File: src/rtl/hazard_ctrl_pkg.sv
// rtl/hazard_ctrl_pkg.sv - shared encodings for the hazard controller
package hazard_ctrl_pkg;

    typedef enum logic {
        RUN      = 1'b0,
        EXC_WAIT = 1'b1
    } exc_state_t;

    localparam logic [1:0] FWD_RF = 2'b00;
    localparam logic [1:0] FWD_W  = 2'b01;
    localparam logic [1:0] FWD_M  = 2'b10;

endpackage

File: src/rtl/hazard_mdu_cnt.sv
// rtl/hazard_mdu_cnt.sv - MDU occupancy counter holding a multi-cycle op in E
module hazard_mdu_cnt
    import hazard_ctrl_pkg::*;
#(
    parameter int MDU_LAT = 32
) (
    input  logic clk,
    input  logic resetn,
    input  logic mdu_start_E,
    input  logic mem_stall,
    input  logic exc_flush,
    output logic mdu_busy,
    output logic mdu_done
);

    localparam int CW = (MDU_LAT > 1) ? $clog2(MDU_LAT) : 1;
    localparam logic [CW-1:0] LAST = CW'(MDU_LAT - 1);

    logic [CW-1:0] cnt;

    assign mdu_busy = mdu_start_E & (cnt != LAST);
    assign mdu_done = mdu_start_E & (cnt == LAST);

    // A flushing exception cancels the younger MDU op; memory stalls freeze it.
    always_ff @(posedge clk or negedge resetn) begin
        if (!resetn) begin
            cnt <= '0;
        end else if (exc_flush) begin
            cnt <= '0;
        end else if (mdu_start_E && !mem_stall) begin
            cnt <= (cnt == LAST) ? '0 : cnt + CW'(1);
        end
    end

endmodule

File: src/rtl/hazard_ctrl.sv
// rtl/hazard_ctrl.sv - pipeline hazard controller with MDU hold, deferred exception flush and stall counter
module hazard_ctrl
    import hazard_ctrl_pkg::*;
#(
    parameter int REG_W   = 5,
    parameter int MDU_LAT = 32,
    parameter int CNT_W   = 32
) (
    input  logic             clk,
    input  logic             resetn,
    input  logic [REG_W-1:0] rsD,
    input  logic [REG_W-1:0] rtD,
    input  logic             branchD,
    input  logic             jumprD,
    input  logic [REG_W-1:0] rsE,
    input  logic [REG_W-1:0] rtE,
    input  logic [REG_W-1:0] writeregE,
    input  logic             regwrite_enE,
    input  logic             branchE,
    input  logic             predict_wrong,
    input  logic [1:0]       memtoregE,
    input  logic [1:0]       memtoregM,
    input  logic             mdu_start_E,
    input  logic [REG_W-1:0] writeregM,
    input  logic [REG_W-1:0] writeregW,
    input  logic             regwrite_enM,
    input  logic             regwrite_enW,
    input  logic             exc_M,
    input  logic             i_stall,
    input  logic             d_stall,
    input  logic             perf_clr,
    output logic             forwardaD,
    output logic             forwardbD,
    output logic [1:0]       forwardaE,
    output logic [1:0]       forwardbE,
    output logic             stallF,
    output logic             stallD,
    output logic             stallE,
    output logic             stallM,
    output logic             stallW,
    output logic             flushF,
    output logic             flushD,
    output logic             flushE,
    output logic             flushM,
    output logic             flushW,
    output logic             longest_stall,
    output logic             mdu_done,
    output logic             exc_redirect,
    output logic [CNT_W-1:0] stall_cycles
);

    logic       mem_stall, mdu_busy, exc_flush;
    logic       lw_hz, jr_hz, br_hz, hz;
    logic       e_hits_d, m_hits_d;
    exc_state_t state, state_next;

    assign mem_stall = i_stall | d_stall;

    assign forwardaD = (rsD != '0) & regwrite_enM & (rsD == writeregM);
    assign forwardbD = (rtD != '0) & regwrite_enM & (rtD == writeregM);

    always_comb begin
        forwardaE = FWD_RF;
        forwardbE = FWD_RF;
        if (rsE != '0 && regwrite_enM && rsE == writeregM)      forwardaE = FWD_M;
        else if (rsE != '0 && regwrite_enW && rsE == writeregW) forwardaE = FWD_W;
        if (rtE != '0 && regwrite_enM && rtE == writeregM)      forwardbE = FWD_M;
        else if (rtE != '0 && regwrite_enW && rtE == writeregW) forwardbE = FWD_W;
    end

    assign e_hits_d = (writeregE == rsD) | (writeregE == rtD);
    assign m_hits_d = (writeregM == rsD) | (writeregM == rtD);
    assign lw_hz    = (memtoregE != 2'b00) & ((rtE == rsD) | (rtE == rtD));
    assign jr_hz    = jumprD & regwrite_enE & e_hits_d;
    assign br_hz    = branchD & ((regwrite_enE & e_hits_d) | ((memtoregM != 2'b00) & m_hits_d));
    assign hz       = lw_hz | jr_hz | br_hz;

    always_ff @(posedge clk or negedge resetn) begin
        if (!resetn) state <= RUN;
        else         state <= state_next;
    end

    // M is frozen while memory stalls, so a pending exception waits for release.
    always_comb begin
        state_next = state;
        exc_flush  = 1'b0;
        case (state)
            RUN: begin
                if (exc_M) begin
                    if (mem_stall) state_next = EXC_WAIT;
                    else           exc_flush  = 1'b1;
                end
            end
            EXC_WAIT: begin
                if (!mem_stall) begin
                    exc_flush  = 1'b1;
                    state_next = RUN;
                end
            end
            default: state_next = RUN;
        endcase
    end

    hazard_mdu_cnt #(
        .MDU_LAT (MDU_LAT)
    ) u_mdu_cnt (
        .clk         (clk),
        .resetn      (resetn),
        .mdu_start_E (mdu_start_E),
        .mem_stall   (mem_stall),
        .exc_flush   (exc_flush),
        .mdu_busy    (mdu_busy),
        .mdu_done    (mdu_done)
    );

    assign longest_stall = mem_stall | mdu_busy;
    assign exc_redirect  = exc_flush;

    assign stallF = (mem_stall | mdu_busy | hz) & ~exc_flush;
    assign stallD = stallF;
    assign stallE = (mem_stall | mdu_busy) & ~exc_flush;
    assign stallM = mem_stall & ~exc_flush;
    assign stallW = stallM;

    assign flushF = 1'b0;
    assign flushD = (branchE & predict_wrong & ~longest_stall) | exc_flush;
    assign flushE = (hz & ~longest_stall) | exc_flush;
    assign flushM = (mdu_busy & ~mem_stall) | exc_flush;
    assign flushW = exc_flush;

    always_ff @(posedge clk or negedge resetn) begin
        if (!resetn) begin
            stall_cycles <= '0;
        end else if (perf_clr) begin
            stall_cycles <= '0;
        end else if (stallF && stall_cycles != {CNT_W{1'b1}}) begin
            stall_cycles <= stall_cycles + CNT_W'(1);
        end
    end

endmodule

File: config.mk
export PLATFORM = sky130hd
export DESIGN_NAME = hazard_ctrl
export DESIGN_NICKNAME = d
export VERILOG_FILES = /design/src/rtl/hazard_ctrl_pkg.sv /design/src/rtl/hazard_mdu_cnt.sv /design/src/rtl/hazard_ctrl.sv
export SDC_FILE = /design/constraint.sdc
export NUM_CORES = 1
export LEC_CHECK = 0
export BUFFER_PORTS_ARGS = -buffer_cell sky130_fd_sc_hd__buf_2
export CORE_MARGIN = 2
export CORE_UTILIZATION = 47
export CTS_BUF_LIST = sky130_fd_sc_hd__clkbuf_8
export CTS_CLUSTER_DIAMETER = 200
export CTS_CLUSTER_SIZE = 20
export DETAILED_ROUTE_END_ITERATION = 10
export PLACE_DENSITY_LB_ADDON = 0.15
export SYNTH_ARGS = -nofsm -noshare
export SYNTH_HDL_FRONTEND = slang
export SYNTH_SLANG_ARGS = --single-unit
File: constraint.sdc
create_clock -name clk -period 2.53 [get_ports clk]
set_input_delay 0.506 -clock clk [delete_from_list [all_inputs] [get_ports clk]]
set_output_delay 0.506 -clock clk [all_outputs]
set_load 0.05 [all_outputs]
== After elaboration in Yosys (flattened, before gate mapping) ==
Index checks and enable logic that the tools add are counted.

* Register bits after elaboration: 38
* Input bits: 53
* Output and inout port bits: 51
* Logic and storage cells: 89

* $add $sub $neg: 2
* Equality and inequality tests: 15
* Multiplexer cells: 15
* Bitwise operators: 35
* Reductions and logical operators: 19

{| class="wikitable"
|+ Operator list
! operator !! number
|-
| $mux 32 || 2
|-
| $eq 5x5->1 || 12
|-
| $add 32x1->32 const B || 1
|-
| $ne 32x32->1 const B || 1
|-
| $reduce_bool 5->1 || 4
|-
| $and 1x1->1 || 19
|-
| $mux 5 || 3
|-
| $or 1x1->1 || 12
|-
| $logic_and 1x1->1 || 10
|-
| $reduce_bool 2->1 || 4
|-
| $mux 1 || 6
|-
| $add 5x1->5 const B || 1
|-
| $eq 5x5->1 const B || 1
|-
| $ne 5x5->1 const B || 1
|-
| $mux 2 || 2
|-
| $not 1->1 || 4
|-
| $pmux 1 s2 || 2
|-
| $logic_not 1->1 || 1
|}

== Depth between registers and ports, before layout ==
Gate-level depths: netlist of the first run.

* Depth after elaboration: 11
* Mapped depth: 10
* Gate-level depth less buffers: 8

== Cells and area by module ==
From an unflattened synthesis of the first run, not the netlist that was laid out.

* Cell total of the unflattened synthesis: 345
* Area total of the unflattened synthesis: 3,019.1 µm²

{| class="wikitable"
|+ Modules (own cells, without submodules)
! module !! instances !! cells an instance !! area each (µm²) !! sequential area each (µm²)
|-
| hazard_ctrl || 1 || 316 || 2,732.6 || 825.8
|-
| hazard_mdu_cnt || 1 || 29 || 286.5 || 125.1
|}

== Worst setup path after synthesis of the first run ==
OpenSTA, ideal clock, no wires.

* Path type: reg-to-output
* Start: register u_mdu_cnt.cnt[0]
* End: output port stallF
* Arrival time: 3.488 ns
* Required time: 2.024 ns
* Setup slack: -1.464 ns
* Stages on the path, launching flop included: 9
* Path buffers: 2
* Cells stage by stage: dfrtp_1 ha_1 and3_1 ha_1 o21ai_0 o31ai_2 buf_2 inv_1 buf_4

* Longest elaborated chain between the ends: 5

{| class="wikitable"
|+ RTL lines
! element !! RTL line !! source
|-
| start, declared || hazard_mdu_cnt.sv:19 || <nowiki>logic [CW-1:0] cnt;</nowiki>
|-
| start signal, assigned || hazard_mdu_cnt.sv:31 || <nowiki>cnt <= (cnt == LAST) ? '0 : cnt + CW'(1);</nowiki>
|-
| $ne 5x5->1 || hazard_mdu_cnt.sv:21 || <nowiki>assign mdu_busy = mdu_start_E & (cnt != LAST);</nowiki>
|-
| $and 1x1->1 || hazard_mdu_cnt.sv:21 ||
|-
| $or 1x1->1 || -- ||
|-
| via longest_stall || hazard_ctrl.sv:46 || <nowiki>output logic longest_stall,</nowiki>
|-
| $or 1x1->1 || hazard_ctrl.sv:119 || <nowiki>assign stallF = (mem_stall | mdu_busy | hz) & ~exc_flush;</nowiki>
|-
| $and 1x1->1 || hazard_ctrl.sv:119 ||
|-
| end, declared || hazard_ctrl.sv:36 || <nowiki>output logic stallF,</nowiki>
|}

The timed path passes the listed nets, and every way through them passes these cells.

== Final worst setup path of the first run ==
* Start: input port writeregM[1]
* End: output port stallD

* Longest elaborated chain between the ends: 8
* Elaborated cells between the ends (all ways): 9
* Classes of those cells: eq/ne: 2; bitwise: 7

{| class="wikitable"
|+ RTL lines
! element !! RTL line !! source
|-
| start, declared || hazard_ctrl.sv:24 || <nowiki>input logic [REG_W-1:0] writeregM,</nowiki>
|-
| $eq 5x5->1 || hazard_ctrl.sv:72 || <nowiki>assign m_hits_d = (writeregM == rsD) | (writeregM == rtD);</nowiki>
|-
| $or 1x1->1 (*) || hazard_ctrl.sv:72 ||
|-
| $and 1x1->1 (*) || hazard_ctrl.sv:75 || <nowiki>assign br_hz = branchD & ((regwrite_enE & e_hits_d) | ((memtoregM != 2'b00) & m_hits_d));</nowiki>
|-
| $or 1x1->1 (*) || hazard_ctrl.sv:75 ||
|-
| $and 1x1->1 (*) || hazard_ctrl.sv:75 ||
|-
| $or 1x1->1 (*) || hazard_ctrl.sv:76 || <nowiki>assign hz = lw_hz | jr_hz | br_hz;</nowiki>
|-
| $or 1x1->1 (*) || hazard_ctrl.sv:119 ||
|-
| $and 1x1->1 (*) || hazard_ctrl.sv:119 ||
|-
| end, declared || hazard_ctrl.sv:37 || <nowiki>output logic stallD,</nowiki>
|}

Every way passes the cells marked *; elsewhere a longest branch is shown, timed or not.

==> run_results.csv, run 1 <==
group,metric,value,unit
layout,area_growth_syn_to_layout,41.3,%
critical_path,crit_slowest_cell,"o31ai_4",
die,core,6240,um^2
synthesis,async_flop_share,100,%
layout,fin_area,4230,um^2
synthesis,synthSimpleGateAreaFrac,28.9,%
synthesis,synthTopCellsByArea,"dfrtp_1 (32%), xnor2_1 (11%), or4_1 (7.3%)",
drt,ant_nets,0,
timing,finalClockSkew,0.0138,ns
synthesis,synth_xor_xnor_area_share,14.6,%
power,power_density,381,nW/um^2
clock_tree,insertion_delay,0.30,ns
timing,tns,0,ns
power,ir_worst_vdd,0.301,mV
grt,grt_pass1_vias,2921,
worst_hold_path,hp-class,"in2async",
layout,layout.nets,529,
outcome,status,"completed",
synthesis,postSynthCellCount,357,
place,dp_hpwl,6180,um
clock_tree,cts_tree,"done",
die,die-area,7020,um^2
clock_tree,root_buffer,"clkbuf_8",
grt,antenna_found_initial,0,
place,placed_cell_area,3840,um^2
critical_path,reg2reg_to,"stall_cycles[17]",
layout,antenna_cells,0,
power,p_leak,1.81,nW
synthesis,syn-cell-area,2990,um^2
layout,final_cell_mix,"buf_2 (88), dfrtp_1 (34), a21oi_1 (32)",
drt,drtIter0Drc,197,
timing,setup_ws,0.00623,ns
critical_path,rrSetupSlack,0.14,ns
timing,hold_violations,0,
place,dp_slack,-0.123,ns
layout,layout_commonest_cell,"buf_2",
place,gp_congestion,0.876,
drt,drc,0,
synthesis,synth_largest_area_cell,"dfrtp_1",
critical_path,worstPathCellList,"buf_2 -> buf_4 -> xnor2_1 -> nand3_1 -> o22ai_1 -> o32a_2 -> o31ai_4 -> clkinvlp_4 -> buf_6",
critical_path,critical_path_arrival,2.02,ns
job,maxCapViolCount,0,
critical_path,critical-path-max-stage-delay,0.29,ns
synthesis,yosysTopAreaCellShare,31.8,%
drt,num_vias,3213,
synthesis,synth.distinct_cells,45,
drt,routedWlPerCell,15.5,um
synthesis,synth_compound_area_share,16.9,%
timing,fmax,0.396,GHz
layout,drive_gt1_share,39.9,%
timing,rsz0062_at_grt,"true",
timing,post-route-min-period,2.52,ns
grt,grt_max_degree,35,
clock_tree,clock-sinks,38,
synthesis,synth_edf_count,0,
synthesis,synth.net_count,413,
die,io-pin-count,104,
die,die_y,83.8,um
clock_tree,clk_path_buf_depth,2,
die,die_w,83.8,um
place,portBuffers,102,
synthesis,ys_ff_latch,38,
critical_path,worstSetupStartpointType,"input port",
drt,viasPerCell,5.83,
timing,tightest_slew,0.608,ns
critical_path,r2r_start,"u_mdu_cnt.cnt[0]",
synthesis,yosys_warnings,0,
critical_path,rr_worst_depth,9,
synthesis,synthMuxAreaShare,0.753,%
timing,timing.final.crit_share,99.8,%
timing,slew_viol_final,0,
critical_path,worstPathRequired,2.02,ns
synthesis,syn_area_per_cell,8.38,um^2
synthesis,synth_top_family_by_area,"simple AND/OR/NAND/NOR gates",
clock_tree,numCtsBuffers,5,
grt,track_usage,24.1,%
drt,first_pass_iters,4,
clock_tree,cts-htree-levels,2,
timing,slew_headroom,59.5,%
critical_path,critPathKind,"in2out",
clock_tree,holdBufCountCts,0,
die,initial_utilization,48.0,%
synthesis,synthAdderAreaFrac,1.25,%
synthesis,seq_area_frac_synth,31.8,%
grt,grt_pass1_wl,13900,um
critical_path,crit_fanout,3,
drt,wl,8550,um
clock_tree,clk_pin_slew,0.08,ns
grt,overflow,0,
synthesis,yosys_most_used_dff,"dfrtp_1",
die,placementRows,29,
critical_path,cp-end-kind,"output port",
timing,setup_violations,0,
worst max-delay path by stage:
stage / from / to / cells past startpoint
after floorplan: u_mdu_cnt.cnt[0] / stallF / 8
after global placement: writeregM[1] / stall_cycles[31] / 9
after detailed placement: rtD[2] / stall_cycles[17] / 11
after CTS: rtD[2] / stallD / 8
after global routing: writeregE[3] / stallD / 8
final: writeregM[1] / stallD / 9
metrics by stage:
stage	util [%]	hold WS (ns)	total power, mW	instances
after detailed placement	61.6	0.528	1.03	539
after floorplan	-	0.210	0.885	357
after global routing	67.8	0.256	1.69	551
after global placement	61.6	0.516	1.02	539
after CTS	64.0	0.226	1.58	549
final	67.8	0.205	1.61	551
worst max-delay path: cells and delay by family:
family	cells	cell delay [ns]
AOI/OAI and AO/OA	3	0.59
xor gates and xnor gates	1	0.13
buffers and inverters	4	0.68
and+or+nand+nor	1	0.10
timing repair:
action,4_1_cts,5_1_grt
pin swaps,1,16
buffers inserted,2,3
gates resized for setup,4,49
cloned,0,0
endpoints found under the setup margin,3,24
per-layer routing:
metal	global-route usage (%)	wire (um)
met5	0	0
met4	5.87	81
met3	4.45	395
met2	39.5	4310
met1	33.1	3760
final cells by class:
class                      count  area, um^2
multi-input combinational    283        2130
fill                         499        2010
sequential                    38         956
timing repair buffer         136         895
clock buffer                   6        82.6
tap                           77        96.3
inverter                       9        37.5
clock inverter                 2        33.8
state kept, by name, summed over array words and instances (netlist names):
signal / count
stall_cycles: 32
state: 1
u_mdu_cnt.cnt: 5
power by group:
part	total [mW]	internal, mW	switching, mW	leakage [nW]
Combinational	0.440	0.181	0.259	1.23
Clock	0.546	0.318	0.228	0.0626
Sequential	0.625	0.616	0.00899	0.519
Total	1.61	1.12	0.496	1.81
Yosys cell counts (2+ instances only):
cell type  number
nand3b_1        2
inv_1           9
xor2_1         13
mux2_2          2
nand2_1        24
o21ai_0        12
nor2b_1         2
ha_1            3
buf_4           7
a21oi_1        33
or4_1          29
nand3_1        22
o41ai_1         2
xnor2_1        37
nor3_1          9
nor2_1         18
and3_1          5
buf_1           2
clkbuf_1       12
o31ai_1        26
nor4_1          6
or3_1           3
nand4_1        12
buf_2           6
dfrtp_1        38
and2_1          3
o22ai_1         2
logic make-up (layout without fill, tap and decap cells):
family                     Yosys count  in the layout
muxes                                2              2
AOI/OAI and AO/OA                   81             81
and+or+nand+nor                    146            146
buffers and inverters               36            153
adders and majority gates            3              3
DFF                                 38             38
other                                1              1
xor gates and xnor gates            50             50
Note: power is estimated with default switching activity, not from simulation.
==> run 2: changes to the inputs <==
--- a/config.mk
+++ b/config.mk
@@ -6,13 +6,16 @@
 export NUM_CORES = 1
 export LEC_CHECK = 0
 export BUFFER_PORTS_ARGS = -buffer_cell sky130_fd_sc_hd__buf_2
+export CELL_PAD_IN_SITES_DETAIL_PLACEMENT = 1
+export CELL_PAD_IN_SITES_GLOBAL_PLACEMENT = 2
 export CORE_MARGIN = 2
-export CORE_UTILIZATION = 47
+export CORE_UTILIZATION = 26
 export CTS_BUF_LIST = sky130_fd_sc_hd__clkbuf_8
 export CTS_CLUSTER_DIAMETER = 200
 export CTS_CLUSTER_SIZE = 20
 export DETAILED_ROUTE_END_ITERATION = 10
 export PLACE_DENSITY_LB_ADDON = 0.15
+export SKIP_CTS_REPAIR_TIMING = 1
 export SYNTH_ARGS = -nofsm -noshare
 export SYNTH_HDL_FRONTEND = slang
 export SYNTH_SLANG_ARGS = --single-unit
==> run 2 against run 1 <==
The flow now finishes with violations (setup timing). Core utilization decreased by 29 points. Sequential power about the same. Non-clock buffer count increased by 17. Global-route usage decreased by 6.9 points. Combinational power increased by 5.7%. Sequential share of layout area decreased by 0.95 points. Via count increased by 2.2%. Total power increased by 8.7%. Setup slack got worse by 0.035 ns. Register-to-register slack improved by 0.03 ns. Critical path depth decreased by 1. Highest routed layer unchanged.
==> run_results.csv, run 2 (same netlist as run 1, synthesis figures left out) <==
group,metric,value,unit
layout,layout.nets,546,
critical_path,reg2reg_to,"stall_cycles[9]",
critical_path,crit_fanout,3,
drt,first_pass_iters,4,
timing,slew_headroom,63.5,%
timing,finalClockSkew,0.0180,ns
die,initial_utilization,26.4,%
timing,rsz0062_at_grt,"true",
power,p_leak,1.88,nW
layout,largest_reg_flops,32,
layout,area_growth_syn_to_layout,47.5,%
layout,nFillCells,1359,
power,p_sw,0.550,mW
place,portBuffers,102,
clock_tree,clk_path_buf_depth,2,
critical_path,cp-end-kind,"output port",
drt,drtIter0Drc,70,
critical_path,crit_start,"rtD[4]",
power,comb_power_share,26.5,%
die,die_y,111,um
power,p_clk_share,37.9,%
timing,post-route-min-period,2.56,ns
critical_path,critical_path_arrival,2.05,ns
timing,timing.hold.ws,0.138,ns
layout,top_register,"stall_cycles",
timing,setup_ws,-0.0291,ns
timing,timing.final.crit_share,101,%
critical_path,critPathKind,"in2out",
worst_hold_path,hp-class,"in2async",
critical_path,rrSetupSlack,0.17,ns
critical_path,worstPathRequired,2.02,ns
power,p_total,1.75,mW
drt,viasPerCell,5.18,
clock_tree,cts_tree,"done",
timing,fmax,0.391,GHz
power,power_density,397,nW/um^2
drt,wl,10700,um
clock_tree,cts-htree-levels,2,
die,io-pin-count,104,
outcome,violations,"setup timing",
layout,drive_gt1_share,42.8,%
drt,routedWlPerCell,16.9,um
clock_tree,numCtsBuffers,5,
grt,grt_pass1_wl,17500,um
place,dp_hpwl,8400,um
power,switching_share,31.4,%
timing,hold_violations,0,
power,ir_worst_vdd,0.276,mV
outcome,status,"finished, violations left",
grt,track_usage,17.2,%
drt,drc,0,
die,die_w,111,um
timing,slew_viol_final,0,
grt,grt_pass1_vias,3490,
die,die-area,12400,um^2
grt,grt_max_degree,27,
layout,final_cell_mix,"buf_2 (93), buf_4 (52), dfrtp_1 (34)",
power,p_int,1.20,mW
grt,antenna_found_initial,0,
layout,layout_commonest_cell,"buf_2",
critical_path,rr_worst_depth,9,
critical_path,worstSetupStartpointType,"input port",
clock_tree,clk_pin_slew,0.09,ns
clock_tree,clock-sinks,38,
layout,antenna_cells,0,
power,seqPwrFrac,35.6,%
drt,num_vias,3284,
clock_tree,root_buffer,"clkbuf_8",
die,core,11300,um^2
place,gp_congestion,0.785,
timing,setup_violations,2,
job,maxCapViolCount,0,
grt,overflow,0,
die,placementRows,39,
timing,tightest_slew,0.543,ns
layout,reg_top3,"stall_cycles: 32 flops, u_mdu_cnt.cnt: 5 flops, state: 1 flops",
drt,ant_nets,0,
critical_path,r2r_start,"u_mdu_cnt.cnt[0]",
clock_tree,insertion_delay,0.31,ns
==> run 2: cell types whose count changed in the layout (fill, tap and decap cells not counted), sizes merged <==
cell	previous run	this run
buf	136	153
bufinv	1	2
clkbuf	6	5
clkinv	0	1
inv	9	8
==> run 2: metal layers <==
metal	vias to the layer above	routed length [um]	track usage, %
li1	1588	-	-
met1	1638	4820	22.4
met2	52	5460	30.4
met3	6	310	2.41
met4	0	91	3.46
met5	-	0	0
==> run 2: power groups by stage <==
stage | clock network [mW] | registers, mW | logic, mW
after floorplan | 0 | 0.651 | 0.234
after global placement | 0 | 0.635 | 0.420
after detailed placement | 0 | 0.636 | 0.428
after CTS | 0.681 | 0.624 | 0.429
after global routing | 0.701 | 0.625 | 0.505
final | 0.663 | 0.624 | 0.465
==> run 2: worst max-delay path: stages <==
cell	delay, ns
buf_2	0.13
xnor2_1	0.15
nand3_2	0.09
nor3_2	0.05
o32a_4	0.38
o31ai_4	0.31
clkinvlp_4	0.24
buf_8	0.20
==> run 2: how the worst max path moves through the flow <==
stage | cells past startpoint | endpoint | slack [ns]
finish | 8 | stallF | -0.03
global route | 9 | stallF | -0.12
floorplan | 8 | stallF | -0.17
detailed placement | 10 | stall_cycles[9] | -0.22
global placement | 10 | stall_cycles[13] | -0.17
CTS | 7 | stallF | -0.17
==> run 2: through the flow <==
step	util, %	setup WS [ns]	std cells	TNS [ns]	cell area [um^2]
final	39.0	-0.0291	634	-0.0576	4420
after global routing	39.0	-0.117	634	-0.249	4420
after CTS	37.0	-0.172	633	-0.454	4190
after detailed placement	35.8	-0.217	625	-3.67	4050
after global placement	35.8	-0.172	625	-2.53	4050
after floorplan	-	-0.167	357	-0.393	3120
==> run 2: cell type report <==
class | instances | area (um^2) | share of cell area, %
flip-flops and latches | 38 | 956 | 21.6
inverters | 9 | 37.5 | 0.850
clock buffers | 5 | 68.8 | 1.56
well taps | 143 | 179 | 4.05
repair buffers | 153 | 962 | 21.8
clock inverters | 3 | 68.8 | 1.56
multi-input cells | 283 | 2140 | 48.5
